[src/rtl/serial_shift_sequencer.sv]
// ============================================================================
// serial_shift_sequencer
// Iterative SLL/SRL/SRA unit beside the EX-stage ALU; stalls the pipeline
// while a shift of up to 31 bits completes SHIFT_STEP bits per cycle.
// Revision: 1.0
// ============================================================================
`default_nettype none

`ifndef kALU_OP_SEL_WIDTH
`define kALU_OP_SEL_WIDTH 4
`endif
`ifndef kSAIL_ALUCTL_ADD
`define kSAIL_ALUCTL_ADD 4'h0
`endif
`ifndef kSAIL_ALUCTL_SLL
`define kSAIL_ALUCTL_SLL 4'h1
`endif
`ifndef kSAIL_ALUCTL_SRL
`define kSAIL_ALUCTL_SRL 4'h5
`endif
`ifndef kSAIL_ALUCTL_SRA
`define kSAIL_ALUCTL_SRA 4'hD
`endif

module serial_shift_sequencer #(
  parameter int XLEN       = 32,
  parameter int SHIFT_STEP = 1
) (
  input  logic                          clk_i,
  input  logic                          rst_i,
  input  logic                          start_i,
  input  logic [`kALU_OP_SEL_WIDTH-1:0] op_sel_i,
  input  logic [XLEN-1:0]               operand_i,
  input  logic [4:0]                    shamt_i,
  input  logic                          flush_i,
  output logic                          stall_o,
  output logic                          busy_o,
  output logic                          done_o,
  output logic [XLEN-1:0]               result_o,
  output logic                          err_o
);

  if (SHIFT_STEP != 1 && SHIFT_STEP != 2 && SHIFT_STEP != 4 && SHIFT_STEP != 8) begin : g_bad_step
    $error("serial_shift_sequencer: SHIFT_STEP must be 1, 2, 4 or 8");
  end

  typedef enum logic [1:0] {
    S_IDLE  = 2'd0,
    S_SHIFT = 2'd1,
    S_DONE  = 2'd2
  } state_t;

  localparam logic [5:0] c_STEP = 6'(SHIFT_STEP);

  state_t                        r_state;
  state_t                        w_next_state;
  logic [`kALU_OP_SEL_WIDTH-1:0] r_op;
  logic [5:0]                    r_rem;
  logic [XLEN-1:0]               r_data;
  logic [XLEN-1:0]               r_result;
  logic                          r_err;

  logic                          w_is_shift;
  logic                          w_can_start;
  logic                          w_accept;
  logic                          w_reject;
  logic [5:0]                    w_step;
  logic [5:0]                    w_rem_next;
  logic [XLEN-1:0]               w_shifted;

  assign w_is_shift = (op_sel_i == `kSAIL_ALUCTL_SLL) ||
                      (op_sel_i == `kSAIL_ALUCTL_SRL) ||
                      (op_sel_i == `kSAIL_ALUCTL_SRA);
  // Gating with rst_i keeps stall_o low while reset is held.
  assign w_can_start = start_i && !flush_i && !rst_i && (r_state != S_SHIFT);
  assign w_accept    = w_can_start && w_is_shift;
  assign w_reject    = w_can_start && !w_is_shift;

  assign w_step     = (r_rem < c_STEP) ? r_rem : c_STEP;
  assign w_rem_next = r_rem - w_step;

  always_comb begin
    w_shifted = r_data;
    case (r_op)
      `kSAIL_ALUCTL_SLL: w_shifted = r_data << w_step;
      `kSAIL_ALUCTL_SRL: w_shifted = r_data >> w_step;
      `kSAIL_ALUCTL_SRA: w_shifted = $unsigned($signed(r_data) >>> w_step);
      default:           w_shifted = r_data;
    endcase
  end

  always_ff @(posedge clk_i or posedge rst_i) begin
    if (rst_i) begin
      r_state <= S_IDLE;
    end else begin
      r_state <= w_next_state;
    end
  end

  always_comb begin
    w_next_state = r_state;
    stall_o      = 1'b0;
    busy_o       = 1'b0;
    done_o       = 1'b0;
    case (r_state)
      S_IDLE: begin
        if (w_accept) w_next_state = (shamt_i == 5'd0) ? S_DONE : S_SHIFT;
      end
      S_SHIFT: begin
        stall_o = 1'b1;
        busy_o  = 1'b1;
        if (w_rem_next == 6'd0) w_next_state = S_DONE;
      end
      S_DONE: begin
        done_o = 1'b1;
        if (w_accept) begin
          busy_o       = 1'b1;
          w_next_state = (shamt_i == 5'd0) ? S_DONE : S_SHIFT;
        end else begin
          w_next_state = S_IDLE;
        end
      end
      default: w_next_state = S_IDLE;
    endcase
    if (w_accept) stall_o = 1'b1;
    if (flush_i)  w_next_state = S_IDLE;
  end

  always_ff @(posedge clk_i or posedge rst_i) begin
    if (rst_i) begin
      r_op     <= '0;
      r_rem    <= '0;
      r_data   <= '0;
      r_result <= '0;
      r_err    <= 1'b0;
    end else begin
      r_err <= w_reject;
      if (w_accept) begin
        r_data <= operand_i;
        r_op   <= op_sel_i;
        r_rem  <= {1'b0, shamt_i};
      end else if (r_state == S_SHIFT) begin
        r_data <= w_shifted;
        r_rem  <= w_rem_next;
      end
      // A zero-amount job enters DONE straight from the captured operand.
      if (w_next_state == S_DONE) r_result <= w_accept ? operand_i : w_shifted;
    end
  end

  assign result_o = r_result;
  assign err_o    = r_err;

  a_no_start_in_shift : assert property (@(posedge clk_i) disable iff (rst_i)
    !(r_state == S_SHIFT && start_i));

endmodule

`default_nettype wire

[config.mk]
export PLATFORM = sky130hd
export DESIGN_NAME = serial_shift_sequencer
export DESIGN_NICKNAME = d
export VERILOG_FILES = /design/src/rtl/serial_shift_sequencer.sv
export SDC_FILE = /design/constraint.sdc
export NUM_CORES = 1
export LEC_CHECK = 0
export ABC_AREA = 1
export BUFFER_PORTS_ARGS = -buffer_cell sky130_fd_sc_hd__buf_2
export CORE_ASPECT_RATIO = 2
export CORE_MARGIN = 2
export CORE_UTILIZATION = 50
export DETAILED_ROUTE_END_ITERATION = 7
export GPL_ROUTABILITY_DRIVEN = 0
export PLACE_DENSITY_LB_ADDON = 0.25
export SLEW_MARGIN = 5
export SYNTH_ARGS = -nofsm -noshare
export SYNTH_HDL_FRONTEND = slang
export SYNTH_SLANG_ARGS = --single-unit
[constraint.sdc]
create_clock -name clk_i -period 2.6 [get_ports clk_i]
set_clock_uncertainty 0.15 [all_clocks]
set_input_delay 0.39 -clock clk_i [delete_from_list [all_inputs] [get_ports clk_i]]
set_output_delay 0.39 -clock clk_i [all_outputs]
set_load 0.01 [all_outputs]
* After elaboration in Yosys (flattened, before gate mapping)
Index checks and enable logic that the tools add are counted.
W data, S select, Z words.
** Operators by class
- Magnitude comparators :: 1
- Mux-type cells :: 18
- Add/subtract/negate cells :: 1
- Reductions and logical operators :: 14
- Eq/ne operators :: 10
- Shifts and indexed selects :: 3
** Operators with widths (number)
- $mux W32 :: 3
- $pmux W32 S3 :: 1
- $shl A32 B6 Y32 :: 1
- $shr A32 B6 Y32 :: 1
- $sshr A32 B6 Y32 :: 1
- $mux W6 :: 3
- $mux W2 :: 5
- $eq A4 B1 Y1 const B :: 2
- $eq A4 B3 Y1 const B :: 2
- $eq A4 B4 Y1 const B :: 2
- $logic_not A6 Y1 :: 1
- $lt A6 B1 Y1 const B :: 1
- $pmux W2 S3 :: 1
- $sub A6 B6 Y6 :: 1
- $logic_and A1 B1 Y1 :: 5
- $logic_not A5 Y1 :: 1
- $eq A2 B2 Y1 const B :: 2
- $mux W1 :: 4
- $logic_not A1 Y1 :: 3
- $eq A2 B1 Y1 const B :: 1
- $logic_not A2 Y1 :: 1
- $logic_or A1 B1 Y1 :: 2
- $ne A2 B1 Y1 const B :: 1
- $pmux W1 S2 :: 1
- $reduce_bool A2 Y1 :: 1
** Word-level totals
- Register bits :: 77
- Input port bits :: 45
- Logic and storage cells :: 53
- Output and inout port bits :: 36

* Longest topological paths before layout
Gate-level depths: netlist of the first run.
- Depth after elaboration :: 9
- Depth in mapped cells :: 16
- Depth with buffers taken out :: 15

* Worst setup path before layout of the first run
OpenSTA, ideal clock, no wires.
- Kind :: input-to-output
- Start point :: input rst_i
- End point :: output busy_o
- Arrival :: 2.312 ns
- Buffers on the path :: 1
- Data required time :: 2.060 ns
- Path slack :: -0.252 ns
- Stages :: 8
- Cell sequence :: inv_2 -> nand3b_1 -> nor2_2 -> nand2_1 -> nand2_1 -> buf_2 -> inv_1 -> nor2_1
** On the way
- Longest elaborated chain between the ends :: 6
** Ends and longest elaborated chain
- start: declaration :: RTL line 30 : input logic rst_i,
- $logic_not A1 Y1 (no source line)
- $logic_and A1 B1 Y1 (2 in series) :: RTL line 75 : assign w_can_start = start_i && !flush_i && !rst_i && (r_state != S_SHIFT);
- $logic_and A1 B1 Y1 :: RTL line 76 : assign w_accept = w_can_start && w_is_shift;
- $mux W1 :: RTL line 116 : if (w_accept) begin
- $pmux W1 S2 :: RTL line 105 : case (r_state)
- end: declaration :: RTL line 37 : output logic busy_o,
Every way passes these cells.

* Worst setup path in the final report of the first run
- Start point :: register r_rem[1]
- End point :: register r_result[22] (netlist: result_o[22])
** On the way
- Longest elaborated chain between the ends :: 8
- Elaborated cells between the ends (all ways) :: 13
- Classes of those cells :: add/sub (1); order compare (1); eq/ne (1); shift (3); mux (6); reduce/logical (1)
** Ends and longest elaborated chain
- start: declaration :: RTL line 58 : logic [5:0] r_rem;
- start signal: assignment :: RTL line 141 : r_rem <= {1'b0, shamt_i};
- start signal: assignment :: RTL line 144 : r_rem <= w_rem_next;
- $lt A6 B1 Y1 :: RTL line 79 : assign w_step = (r_rem < c_STEP) ? r_rem : c_STEP;
- $mux W6 :: RTL line 79
- $sub A6 B6 Y6 :: RTL line 80 : assign w_rem_next = r_rem - w_step;
- $logic_not A6 Y1 :: RTL line 112 : if (w_rem_next == 6'd0) w_next_state = S_DONE;
- $mux W2 :: RTL line 112
- $pmux W2 S3 :: RTL line 105
- $mux W2 :: RTL line 126 : if (flush_i) w_next_state = S_IDLE;
- $eq A2 B2 Y1 :: RTL line 147 : if (w_next_state == S_DONE) r_result <= w_accept ? operand_i : w_shifted;
- end signal: assignment :: RTL line 147
- end: declaration :: RTL line 60 : logic [XLEN-1:0] r_result;
Parallel ways exist; a longest one is shown, timed or not.
A chain may end at the register's enable or synchronous reset.

==> results.cfg, run 1 <==
[run_status]
status = finished clean

[yosys]
avgSynthCellArea_um2 = 6.93
synthCells = 691
ys_seq_area_share_pct = 40.3
synth_cell_type_count = 33
synth_area_leaders = dfrtp_1 40%, nand2_1 21%, nand3_1 8.9%
ys_warn_count = 0
ys_seq_elements = 77
netlist_area_um2 = 4790
synth_fp_nets = 741
yosys.area.top_type = dfrtp_1
yosys.area.top_type_share_pct = 40.3

[layout]
final_util_pct = 60.6
antenna_cells = 0
nets = 811
area_growth_syn_to_layout_pct = 18.0
fill_cells = 897
seq_area_um2 = 1930
drive_above_1_share_pct = 18.4
multiInputGateArea_um2 = 2330

[floorplanning]
die-area_um2 = 10400
initial_core_util_pct = 51.4
fp.dieW_um = 73.2
io_pins = 81
die_h_um = 142
core-area_um2 = 9320
num_rows = 50

[route]
post_drt_wl_per_cell_um = 15.8
drt_first_pass_iters = 5
drt_wl_total_um = 13700
drt_iter0_drc = 331
drcViolationCount = 0
vias = 4677
drtAntennaViolNets = 0
detail_route.vias_per_cell = 5.38

[critical_path]
setup.worst_path.start_class = flop
endpoint_kind = flop
reg2reg_to = result_o[22]$_DFFE_PP0N_
crit_type = reg -> reg
crit_fanout = 22
reg2reg_slack_ns = 0.14
crit_required_ns = 2.68
reg2reg_depth = 13
worstPathArrival_ns = 2.53
timing.rr.start = r_rem[1]$_DFFE_PP0P_

[clock_tree]
clkSlewWorstSetupHoldPaths_ns = 0.06
cts_buffers = 9
cts_tree = yes
cts-hold-fix-buffers = 0
cts.path.max_buffers = 2
clk_latency_ns = 0.34
cts_num_sinks = 77
root_buffer = clkbuf_16
htree_levels = 3

[worst_hold_path]
hp-start = shamt_i[4]
min_path_type = in -> reg
min_path_cells = 3
min_delay_worst_endpoint = r_rem[4]$_DFFE_PP0P_

[pwr]
pwr-share-comb_pct = 47.3
p_sw_share_pct = 43.3
power.density_nw_per_um2 = 1090
pwr-share-clk_pct = 21.2
p_leak_nw = 3.07
p_sw_mw = 2.66
peakVddDrop_mv = 0.670
seqPwrFrac_pct = 31.5
p_int_mw = 3.48
totalPowerFinal_mw = 6.14

[timing]
fin_tns_setup_ns = 0
post-route-period-util_pct = 94.5
max_freq_mhz = 407
finalHoldViolCount = 0
timing.hold.ws_ns = 0.150
finalSetupViolCount = 0
slew_violations = 0
maxSlewHeadroom_pct = 33.0
setup_slack_ns = 0.144
period_minus_slack_ns = 2.46
tightest_slew_ns = 1.00

[grt]
grt_pass1_vias = 4611
grt_max_degree = 78
grt_overflow = 0
grt_pass1_wl_um = 21500
antenna_found_initial = 0
grt_use_met3_pct = 3.68
track_usage_pct = 27.1
global_route.usage.met1_pct = 28.6
grt.busiest_layer = met2
grtUsageMet2_pct = 45.9

[placed_design]
io_buffers = 80
dp_hpwl_um = 9570
post-place-ws_ns = 0.153

[run]
maxCapViolCount = 0
-- flip-flops by register name (all words and copies together) (netlist names) --
name	count
r_data	32
err_o	1
result_o	32
r_op	4
r_state	2
r_rem	6
-- cell usage in the layout, fill, tap and decap left out, types with 2 or more instances in the layout --
cell / instances
o211ai_1: 2
buf_4: 13
inv_6: 4
inv_1: 83
nor2_4: 2
a21oi_1: 5
nand3_2: 2
nor2_1: 12
nand2_4: 2
nand2_1: 261
o21bai_1: 32
xor2_1: 2
inv_2: 4
nor2_2: 3
o22ai_1: 2
clkbuf_16: 10
buf_12: 4
o21ai_0: 33
nand4_1: 2
dfrtp_1: 76
buf_2: 80
ha_1: 5
o21ai_1: 22
nand3_1: 84
nand2_2: 6
-- stage by stage --
step / instances / instance area, µm²
2_1_floorplan: 691 / 4790
3_3_place_gp: 852 / 5290
3_5_place_dp: 852 / 5290
4_1_cts: 868 / 5590
5_1_grt: 870 / 5650
6_report: 870 / 5650
-- cell usage after synthesis --
cell type and n:
nor2_8 1, inv_2 5, nor2_4 2, o22ai_1 2, buf_2 28, clkbuf_1 5, o21ai_0 33, nor3_1 1
nor2_2 1, dfrtp_1 77, nand4_1 2, nor2_1 14, buf_1 3, o21ai_1 22, o211ai_1 2, or2_2 1
nand3_2 1, nand3b_1 1, buf_6 4, nand3_1 85, nand2_2 5, nor3_4 1, ha_1 5, a21boi_0 1
nand2_4 1, o221ai_1 1, xor2_1 2, a21oi_1 5, a21boi_4 1, o21bai_1 32, nand2_1 263, inv_1 83
nand3_4 1
-- critical path: stages (launching register included) --
cell	delay, ns
dfrtp_1	0.43
nor2_4	0.18
nand3_4	0.09
nand2_2	0.10
ha_1	0.24
inv_1	0.09
nand2_1	0.10
nor2_2	0.14
nand3_2	0.11
nand3_1	0.10
nand3_2	0.11
buf_4	0.24
o21bai_1	0.18
nand2_1	0.08
-- cell families (layout without fill, tap and decap cells) --
| logic type | Yosys count | after routing | share of synthesized area, % |
|---|---|---|---|
| xor gates and xnor gates | 2 | 2 | 0.366 |
| buffers and inverters | 128 | 203 | 11.4 |
| adders and majority gates | 5 | 5 | 1.31 |
| and+or+nand+nor | 380 | 380 | 34.1 |
| AOI/OAI and AO/OA | 99 | 99 | 12.6 |
| DFF | 77 | 77 | 40.3 |
-- worst max-delay path by stage --
stage / start / end / slack [ns]
after detailed placement: r_rem[0]$_DFFE_PP0P_ / result_o[28]$_DFFE_PP0N_ / 0.15
after CTS: r_state[1]$_DFF_PP0_ / stall_o / 0.06
after global routing: r_rem[3]$_DFFE_PP0P_ / result_o[25]$_DFFE_PP0N_ / -0.03
final: r_rem[1]$_DFFE_PP0P_ / result_o[22]$_DFFE_PP0N_ / 0.14
after global placement: op_sel_i[2] / result_o[1]$_DFFE_PP0N_ / 0.13
after floorplan: rst_i / busy_o / 0.14
-- cell type report --
class / instances / share of cell area [%]
well taps: 104 / 2.30
flip-flops and latches: 77 / 34.1
clock inverters: 7 / 1.40
inverters: 88 / 5.89
clock buffers: 9 / 3.99
multi-input cells: 486 / 41.3
repair buffers: 99 / 10.9
-- timing repair --
action	CTS	global route
gates resized for setup	0	8
setup endpoints to repair	0	34
hold endpoints to repair	0	0
buffers inserted	0	1
-- power by group through the flow --
stage	registers, mW	clock network (mW)	logic [mW]
6_report	1.93	1.30	2.91
5_1_grt	1.98	1.38	3.26
4_1_cts	1.93	1.32	2.89
3_5_place_dp	1.94	0	2.87
3_3_place_gp	1.93	0	2.79
2_1_floorplan	2.02	0	1.85
-- per-layer routing --
| metal | up-vias | routed length, µm |
|---|---|---|
| met5 | - | 0 |
| met4 | 0 | 1130 |
| met3 | 43 | 491 |
| met2 | 148 | 7040 |
| met1 | 2179 | 5050 |
| li1 | 2307 | - |
No activity file was read; power rests on OpenSTA's default activity.
==> run 2, diff against run 1 <==
- BUFFER_PORTS_ARGS: -buffer_cell sky130_fd_sc_hd__buf_2 -> -buffer_cell sky130_fd_sc_hd__clkbuf_2
==> run 2 against run 1 <==
Effect of this change: worst setup slack worse by 0.013 ns; combinational power is 1% lower; maximum frequency is 0.54% lower; die area stayed put; worst hold slack better by 0.00091 ns; flip-flop and latch count stayed put; utilization is 0.24 points higher; register-to-register slack better by 0.04 ns; clock power is 7% higher; critical path depth is 4 lower; power is 0.93% higher; largest cell class unchanged.
==> results.cfg, run 2 (same netlist as run 1, synthesis figures left out) <==
[run_status]
status = finished clean

[critical_path]
crit_required_ns = 2.06
worstPathArrival_ns = 1.93
reg2reg_to = result_o[28]$_DFFE_PP0N_
crit_fanout = 20
endpoint_kind = output pin
slowest_stage = dfrtp_1
cp_cell_sequence = inv_1, ha_1, nor2_2, nand2_2, buf_6, nand2_4, inv_2, nor2_1, clkbuf_2
reg2reg_slack_ns = 0.18
setup.worst_path.start_class = flop
max_stage_delay_ns = 0.39
cp-startpoint = r_state[1]$_DFF_PP0_
timing.rr.start = r_rem[2]$_DFFE_PP0P_
crit_type = reg -> out
reg2reg_depth = 13

[clock_tree]
htree_levels = 3
cts_buffers = 9
cts-hold-fix-buffers = 0
clk_latency_ns = 0.34
cts_tree = yes
cts.path.max_buffers = 2
clkSlewWorstSetupHoldPaths_ns = 0.06
cts_num_sinks = 77
root_buffer = clkbuf_16

[layout]
postLayoutCellArea_um2 = 5670
multiInputGateArea_um2 = 2330
drive_above_1_share_pct = 17.9
final_util_pct = 60.8
layout_common_cells = 261 x nand2_1, 85 x nand3_1, 82 x inv_1
area_growth_syn_to_layout_pct = 18.5
antenna_cells = 0
seq_area_um2 = 1930
nets = 809
final_common_cell = nand2_1
fin_cells = 868
fill_cells = 868

[placed_design]
dp_hpwl_um = 9630
io_buffers = 80
place_inst = 849
post-place-ws_ns = 0.123
place_area_um2 = 5250

[grt]
grt_overflow = 0
grt_pass1_vias = 4571
grt_pass1_wl_um = 21800
track_usage_pct = 27.8
grt_max_degree = 78
antenna_found_initial = 0

[route]
drt_first_pass_iters = 5
post_drt_wl_per_cell_um = 16.0
drt_wl_total_um = 13800
detail_route.vias_per_cell = 5.46
vias = 4738
drcViolationCount = 0
drtAntennaViolNets = 0
drt_iter0_drc = 407

[timing]
finalSetupViolCount = 0
period_minus_slack_ns = 2.47
slew_violations = 0
maxSlewHeadroom_pct = 33.5
setup_slack_ns = 0.131
finalHoldViolCount = 0
max_freq_mhz = 405
post-route-period-util_pct = 95.0
tightest_slew_ns = 0.998

[worst_hold_path]
min_path_cells = 3
min_path_type = in -> reg
min_delay_worst_endpoint = r_op[2]$_DFFE_PP0P_
hp-start = op_sel_i[2]

[floorplanning]
die_h_um = 142
num_rows = 50
initial_core_util_pct = 51.4
fp.dieW_um = 73.2
io_pins = 81
core-area_um2 = 9320
die-area_um2 = 10400

[pwr]
power.density_nw_per_um2 = 1090
p_leak_nw = 3.09
peakVddDrop_mv = 0.502

[run]
maxCapViolCount = 0
run 2: changes by cell type in the layout (fill, tap and decap cells not counted), sizes merged:
| cell | before | now |
|---|---|---|
| bufinv | 1 | 2 |
| clkinv | 2 | 3 |
| inv | 92 | 88 |
| clkbuf | 10 | 92 |
| bufbuf | 0 | 1 |
| buf | 98 | 15 |
run 2: what timing repair did:
action / CTS / global route
setup endpoints to repair: 2 / 34
pin swaps: 0 / 2
buffers inserted: 0 / 1
gates resized for setup: 2 / 6
cloned: 1 / 1
run 2: metal layers:
metal / wire length [µm] / track usage (%) / up-vias
met4: 1150 / 23.5 / 0
met2: 7300 / 48.5 / 188
met1: 4780 / 28.0 / 2193
met3: 617 / 3.54 / 45
met5: 0 / 0 / -
li1: - / - / 2312
run 2: layout make-up:
cell class              count  area share, %
multi-input cells         486           41.0
flip-flops and latches     77           34.0
repair buffers             97           10.9
inverters                  88           5.91
clock buffers              11           4.46
well taps                 104           2.29
clock inverters             5           1.46
run 2: worst max path at each step:
stage	end	slack [ns]	cells past startpoint
2_1_floorplan	busy_o	0.14	8
3_3_place_gp	busy_o	0.21	10
3_5_place_dp	result_o[5]$_DFFE_PP0N_	0.12	13
4_1_cts	stall_o	0.02	8
5_1_grt	result_o[2]$_DFFE_PP0N_	-0.007	14
6_report	busy_o	0.13	9
run 2: worst max-delay path, delay by kind of cell, from the launching register on:
kind | cells | cell delay [ns]
adders and majority gates | 1 | 0.21
and+or+nand+nor | 4 | 0.47
buffers and inverters | 4 | 0.51
DFF | 1 | 0.39
run 2: stage by stage:
step	setup TNS, ns	hold WS [ns]	total power, mW
after CTS	0	0.154	6.22
after detailed placement	0	0.323	4.80
after global routing	-0.0125	0.168	6.66
after floorplan	0	0.272	3.87
after global placement	0	0.324	4.72
final	0	0.151	6.20
run 2: power breakdown:
| part | internal [mW] | switching [mW] | total [mW] |
|---|---|---|---|
| clock network | 0.894 | 0.497 | 1.39 |
| registers | 1.66 | 0.278 | 1.94 |
| logic | 1.03 | 1.83 | 2.87 |
